$ cat config.mk
export PLATFORM = sky130hd
export DESIGN_NAME = character_motion_ctrl
export DESIGN_NICKNAME = d
export VERILOG_FILES = /design/src/rtl/motion_pkg.sv /design/src/rtl/rise_edge.sv /design/src/rtl/character_motion_ctrl.sv
export SDC_FILE = /design/constraint.sdc
export NUM_CORES = 1
export LEC_CHECK = 0
export ABC_AREA = 0
export CORE_ASPECT_RATIO = 1.1
export CORE_UTILIZATION = 37
export CTS_CLUSTER_SIZE = 28
export DETAILED_ROUTE_END_ITERATION = 6
export PLACE_DENSITY_LB_ADDON = 0.15
export SLEW_MARGIN = 5
export SYNTH_ARGS = -nofsm -noshare
export SYNTH_HDL_FRONTEND = slang
export SYNTH_SLANG_ARGS = --single-unit
export TNS_END_PERCENT = 20
$ cat constraint.sdc
create_clock -name clk -period 3.02 [get_ports clk]
set_input_delay 0.604 -clock clk [delete_from_list [all_inputs] [get_ports clk]]
set_output_delay 0.604 -clock clk [all_outputs]
set_load 0.02 [all_outputs]
$ cat src/rtl/motion_pkg.sv
// Shared types and widths for the character vertical-motion controller.
package motion_pkg;

  localparam int unsigned VEL_W = 5;
  localparam int unsigned Y_W   = 9;

  typedef enum logic [1:0] {
    ST_GROUND = 2'd0,
    ST_RISE   = 2'd1,
    ST_FALL   = 2'd2,
    ST_DEAD   = 2'd3
  } motion_state_t;

endpackage

$ cat src/rtl/rise_edge.sv
// Rising-edge detector for a synchronous button level; one-cycle pulse per 0->1 change.
module rise_edge (
  input  logic clk,
  input  logic reset,
  input  logic i_level,
  output logic o_pulse
);

  logic r_prev;

  // Previous level clears on reset, so a level held through reset release yields one edge.
  always_ff @(posedge clk or posedge reset) begin
    if (reset) r_prev <= 1'b0;
    else       r_prev <= i_level;
  end

  assign o_pulse = i_level & ~r_prev;

endmodule

$ cat src/rtl/character_motion_ctrl.sv
// Per-frame jump/gravity controller for one character, with death state and blinking.
module character_motion_ctrl
  import motion_pkg::*;
#(
  parameter int unsigned GROUND_Y = 380,
  parameter int unsigned CEIL_Y   = 20,
  parameter int unsigned JUMP_V0  = 12,
  parameter int unsigned GRAVITY  = 1,
  parameter int unsigned VMAX     = 15
) (
  input  logic           clk,
  input  logic           reset,
  input  logic           i_frame_tick,
  input  logic           i_jump,
  input  logic           i_pause,
  input  logic           i_hit,
  input  logic           i_restart,
  output logic [Y_W-1:0] o_ypos,
  output logic           o_en,
  output logic           o_airborne,
  output logic           o_dead
);

  motion_state_t      r_state, w_state_nx;
  logic [Y_W-1:0]     r_ypos, w_ypos_nx;
  logic [VEL_W-1:0]   r_vel, w_vel_nx;
  logic               r_pend, w_pend_nx;
  logic [2:0]         r_blink, w_blink_nx;

  logic               w_edge;
  logic               w_hit_now;
  logic               w_eff;
  logic signed [Y_W:0] w_diff;
  logic [Y_W:0]       w_sum;
  logic [VEL_W:0]     w_vinc;

  rise_edge u_jump_edge (
    .clk     (clk),
    .reset   (reset),
    .i_level (i_jump),
    .o_pulse (w_edge)
  );

  assign w_hit_now = i_hit & (r_state != ST_DEAD);
  assign w_eff     = i_frame_tick & ~i_pause & ~w_hit_now;
  // One extra bit so ypos-vel can go negative and ypos+vel cannot wrap.
  assign w_diff    = $signed({1'b0, r_ypos} - {{(Y_W-VEL_W+1){1'b0}}, r_vel});
  assign w_sum     = {1'b0, r_ypos} + {{(Y_W-VEL_W+1){1'b0}}, r_vel};
  assign w_vinc    = {1'b0, r_vel} + (VEL_W+1)'(GRAVITY);

  always_ff @(posedge clk or posedge reset) begin
    if (reset) begin
      r_state <= ST_GROUND;
      r_ypos  <= Y_W'(GROUND_Y);
      r_vel   <= '0;
      r_pend  <= 1'b0;
      r_blink <= '0;
    end else begin
      r_state <= w_state_nx;
      r_ypos  <= w_ypos_nx;
      r_vel   <= w_vel_nx;
      r_pend  <= w_pend_nx;
      r_blink <= w_blink_nx;
    end
  end

  always_comb begin
    w_state_nx = r_state;
    w_ypos_nx  = r_ypos;
    w_vel_nx   = r_vel;
    w_blink_nx = r_blink;
    w_pend_nx  = r_pend;

    // An edge coinciding with an effective tick is consumed by the clear.
    if (w_eff)                  w_pend_nx = 1'b0;
    else if (w_edge & ~i_pause) w_pend_nx = 1'b1;

    unique case (r_state)
      ST_GROUND: begin
        if (w_hit_now) begin
          w_state_nx = ST_DEAD;
        end else if (w_eff && r_pend) begin
          w_state_nx = ST_RISE;
          w_vel_nx   = VEL_W'(JUMP_V0);
        end
      end
      ST_RISE: begin
        if (w_hit_now) begin
          w_state_nx = ST_DEAD;
        end else if (w_eff) begin
          if (w_diff < $signed((Y_W+1)'(CEIL_Y))) begin
            w_ypos_nx  = Y_W'(CEIL_Y);
            w_vel_nx   = '0;
            w_state_nx = ST_FALL;
          end else begin
            w_ypos_nx = w_diff[Y_W-1:0];
            if (r_vel <= VEL_W'(GRAVITY)) begin
              w_vel_nx   = '0;
              w_state_nx = ST_FALL;
            end else begin
              w_vel_nx = r_vel - VEL_W'(GRAVITY);
            end
          end
        end
      end
      ST_FALL: begin
        if (w_hit_now) begin
          w_state_nx = ST_DEAD;
        end else if (w_eff) begin
          if (w_sum >= (Y_W+1)'(GROUND_Y)) begin
            w_ypos_nx  = Y_W'(GROUND_Y);
            w_vel_nx   = '0;
            w_state_nx = ST_GROUND;
          end else begin
            w_ypos_nx = w_sum[Y_W-1:0];
            w_vel_nx  = (w_vinc > (VEL_W+1)'(VMAX)) ? VEL_W'(VMAX) : w_vinc[VEL_W-1:0];
          end
        end
      end
      ST_DEAD: begin
        if (i_restart) begin
          w_state_nx = ST_GROUND;
          w_ypos_nx  = Y_W'(GROUND_Y);
          w_vel_nx   = '0;
          w_blink_nx = '0;
          w_pend_nx  = 1'b0;
        end else if (i_frame_tick) begin
          w_blink_nx = r_blink + 3'd1;
        end
      end
      default: w_state_nx = ST_GROUND;
    endcase
  end

  assign o_ypos     = r_ypos;
  assign o_en       = (r_state != ST_DEAD) | ~r_blink[2];
  assign o_airborne = (r_state == ST_RISE) | (r_state == ST_FALL);
  assign o_dead     = (r_state == ST_DEAD);

endmodule

==> impl_metrics.env <==
export IMPL_worstPathRequired_ps=3220
export IMPL_grt_max_degree=22
export IMPL_synth_seq_cells=21
export IMPL_grt_pass1_wl_um=8204
export IMPL_fin_tns_setup_ps=0
export IMPL_drv_cap=0
export IMPL_io_buffers=18
export IMPL_drive_above_1_share=0.1255
export IMPL_io_pins=19
export IMPL_ant_nets=0
export IMPL_synthAdderAreaFrac=0.1338
export IMPL_cts_root_buf="clkbuf_8"
export IMPL_ys_async_sr_fraction=1.000
export IMPL_postCtsResizedCells=0
export IMPL_synthXorXnorAreaFrac=0.05485
export IMPL_fmax_mhz=348.1
export IMPL_die_w_um=73.42
export IMPL_yosys_warnings=0
export IMPL_synthMuxAreaShare=0.03014
export IMPL_place_gp_congestion=0.8609
export IMPL_post_cts_buffers=0
export IMPL_drc=0
export IMPL_synth_compound_area_share=0.2339
export IMPL_crit_path_end_kind="flip-flop"
export IMPL_wirelength_um=4923
export IMPL_synthCells=248
export IMPL_synth_area_leaders="dfrtp_1 18%, ha_1 11%, dfstp_2 7.6%"
export IMPL_synth_main_ff_cell="dfrtp_1"
export IMPL_clk_path_buf_depth=2
export IMPL_crit_fanout=9
export IMPL_n_fill_cell=569
export IMPL_tightest_slew_ps=849.8
export IMPL_fin_crit_sh=0.9513
export IMPL_finClkSkew_ps=7.652
export IMPL_final_cell_area_sq_mm=0.002411
export IMPL_start_util=0.3847
export IMPL_synth_top_family_by_area="compound AO/OA/AOI/OAI gates"
export IMPL_die_y_um=80.56
export IMPL_drt_initial_drc_count=119
export IMPL_core_area_sq_mm=0.005395
export IMPL_hpwl_um=3802
export IMPL_max_slew_margin_rel=0.4328
export IMPL_drt_vias_per_instance=5.384
export IMPL_track_usage=0.1803
export IMPL_finalCriticalPeriod_ps=2873
export IMPL_rsz0062_at_grt="no"
export IMPL_vias=1863
export IMPL_seq_area_sq_um=533.0
export IMPL_hold_class="flip-flop to flip-flop"
export IMPL_clk_pin_slew_ps=90
export IMPL_synth_edff_count=0
export IMPL_slew_viol_final=0
export IMPL_dr_pass1_iters=4
export IMPL_synth_avg_cell_area_sq_um=8.370
export IMPL_yosysTopAreaCellShare=0.1808
export IMPL_cts_sinks=21
export IMPL_synthSimpleGateAreaFrac=0.2309
export IMPL_yosysSeqAreaShare=0.2568
export IMPL_area_growth_pct=16.15
export IMPL_start_kind="flip-flop"
export IMPL_cts_tree="built"
export IMPL_antenna_found_initial=0
export IMPL_cts_max_level=1
export IMPL_wl_per_cell_um=14.23
export IMPL_gr_total_overflow=0
export IMPL_hold_buffers=0
export IMPL_clock_latency_ps=270
export IMPL_dpl_instance_area_sq_mm=0.002365
export IMPL_hold_viol_final=0
export IMPL_nets=300
export IMPL_status="completed"
export IMPL_multi_input_area_sq_mm=0.001419
export IMPL_synth_nets=276
export IMPL_syn_area_sq_mm=0.002076
export IMPL_cts_buffers_inserted=3
export IMPL_arrival_ps=3070
export IMPL_critPathKind="flip-flop to flip-flop"
export IMPL_dieArea_sq_mm=0.005914
export IMPL_setup_violations=0
export IMPL_post_synth_top_area_cell="dfrtp_1"
export IMPL_rows=28
export IMPL_grt_pass1_vias=1723
export IMPL_diodes=0
export IMPL_yosysUniqueCellTypes=57
==> cell usage after synthesis, types with 3 or more instances <==
cell       count
a211o_1        3
a21oi_1       16
and3_1         3
buf_6          3
clkbuf_1       5
dfrtp_1       15
dfstp_2        6
ha_1          19
inv_1         16
mux2i_1        4
nand2_1       15
nand2b_1       5
nand3_1        3
nor2_1        33
nor2b_1        6
nor3_1        11
o2111ai_1      3
o21ai_0       12
o21ai_1        3
o22ai_1        5
xnor2_1        8
xor2_1         5
==> cells by family after synthesis <==
kind of cell               count (synthesis)
DFF                                       21
xor gates and xnor gates                  13
and+or+nand+nor                           93
adders and majority gates                 21
AOI/OAI and AO/OA                         68
buffers and inverters                     26
muxes                                      6
==> sequential cells by signal, indices dropped and copies added, names as in the netlist <==
| signal | flops |
|---|---|
| r_blink | 3 |
| u_jump_edge.r_prev | 1 |
| r_state | 2 |
| r_pend | 1 |
| r_vel | 5 |
| o_ypos | 9 |
==> stage by stage <==
stage                     std cells    util  hold WS (ps)  worst slack [ps]
final                           346  0.4469         528.6             147.0
after global routing            346  0.4469         565.9             6.521
after CTS                       346  0.4469         528.9             109.4
after detailed placement        342  0.4383         518.9             129.6
after global placement          342  0.4383         518.0             164.5
after floorplan                 248       -         501.3             363.3
==> worst max-delay path, stage by stage, from the launching register on <==
cell and delay, ps:
dfrtp_1 400, buf_4 180, ha_1 210, fa_1 380, nand2b_1 200, a21oi_1 180, xor2_1 220, o221ai_1 200
a41o_2 350, a41oi_1 270, mux2i_1 210
==> cells in the final DEF, fill, tap and decap left out, types with 10 or more instances in the layout <==
cell and count:
buf_4 10, nor3_1 11, nand2_1 15, inv_1 16, a21oi_1 16, dfrtp_1 15, clkdlybuf4s50_1 18, nor2_1 33
o21ai_0 12, ha_1 19
==> final cells by class <==
class                           count  area share
Multi-Input combinational cell    201      0.5885
Inverter                           17     0.02647
Tap cell                           75     0.03892
Clock buffer                        3     0.01713
Timing Repair Buffer               28      0.1059
Sequential cell                    21      0.2211
Clock inverter                      1    0.002076
==> metal layers <==
metal | global-route usage | wire length (um) | vias to the layer above
met5 | 0 | 0 | -
met4 | 0.04808 | 52 | 0
met1 | 0.2569 | 2426 | 881
li1 | - | - | 935
met2 | 0.2898 | 2282 | 37
met3 | 0.01506 | 161 | 10
==> path summary, 6_finish.rpt <==
kind / depth (start not counted) / end / from / slack, ps
max reg2reg: 10 / r_state[1] / r_vel[0] / 150
min in group asynchronous: 2 / o_ypos[7] / reset / 800
max: 10 / r_state[1] / r_vel[0] / 150
min reg2reg: 3 / r_pend / u_jump_edge.r_prev / 530
min: 3 / r_pend / u_jump_edge.r_prev / 530
max in group asynchronous: 2 / o_ypos[1] / reset / 1690
Power is not shown: default switching activity piles up to over one toggle a cycle in this logic, so the estimate is an artifact.
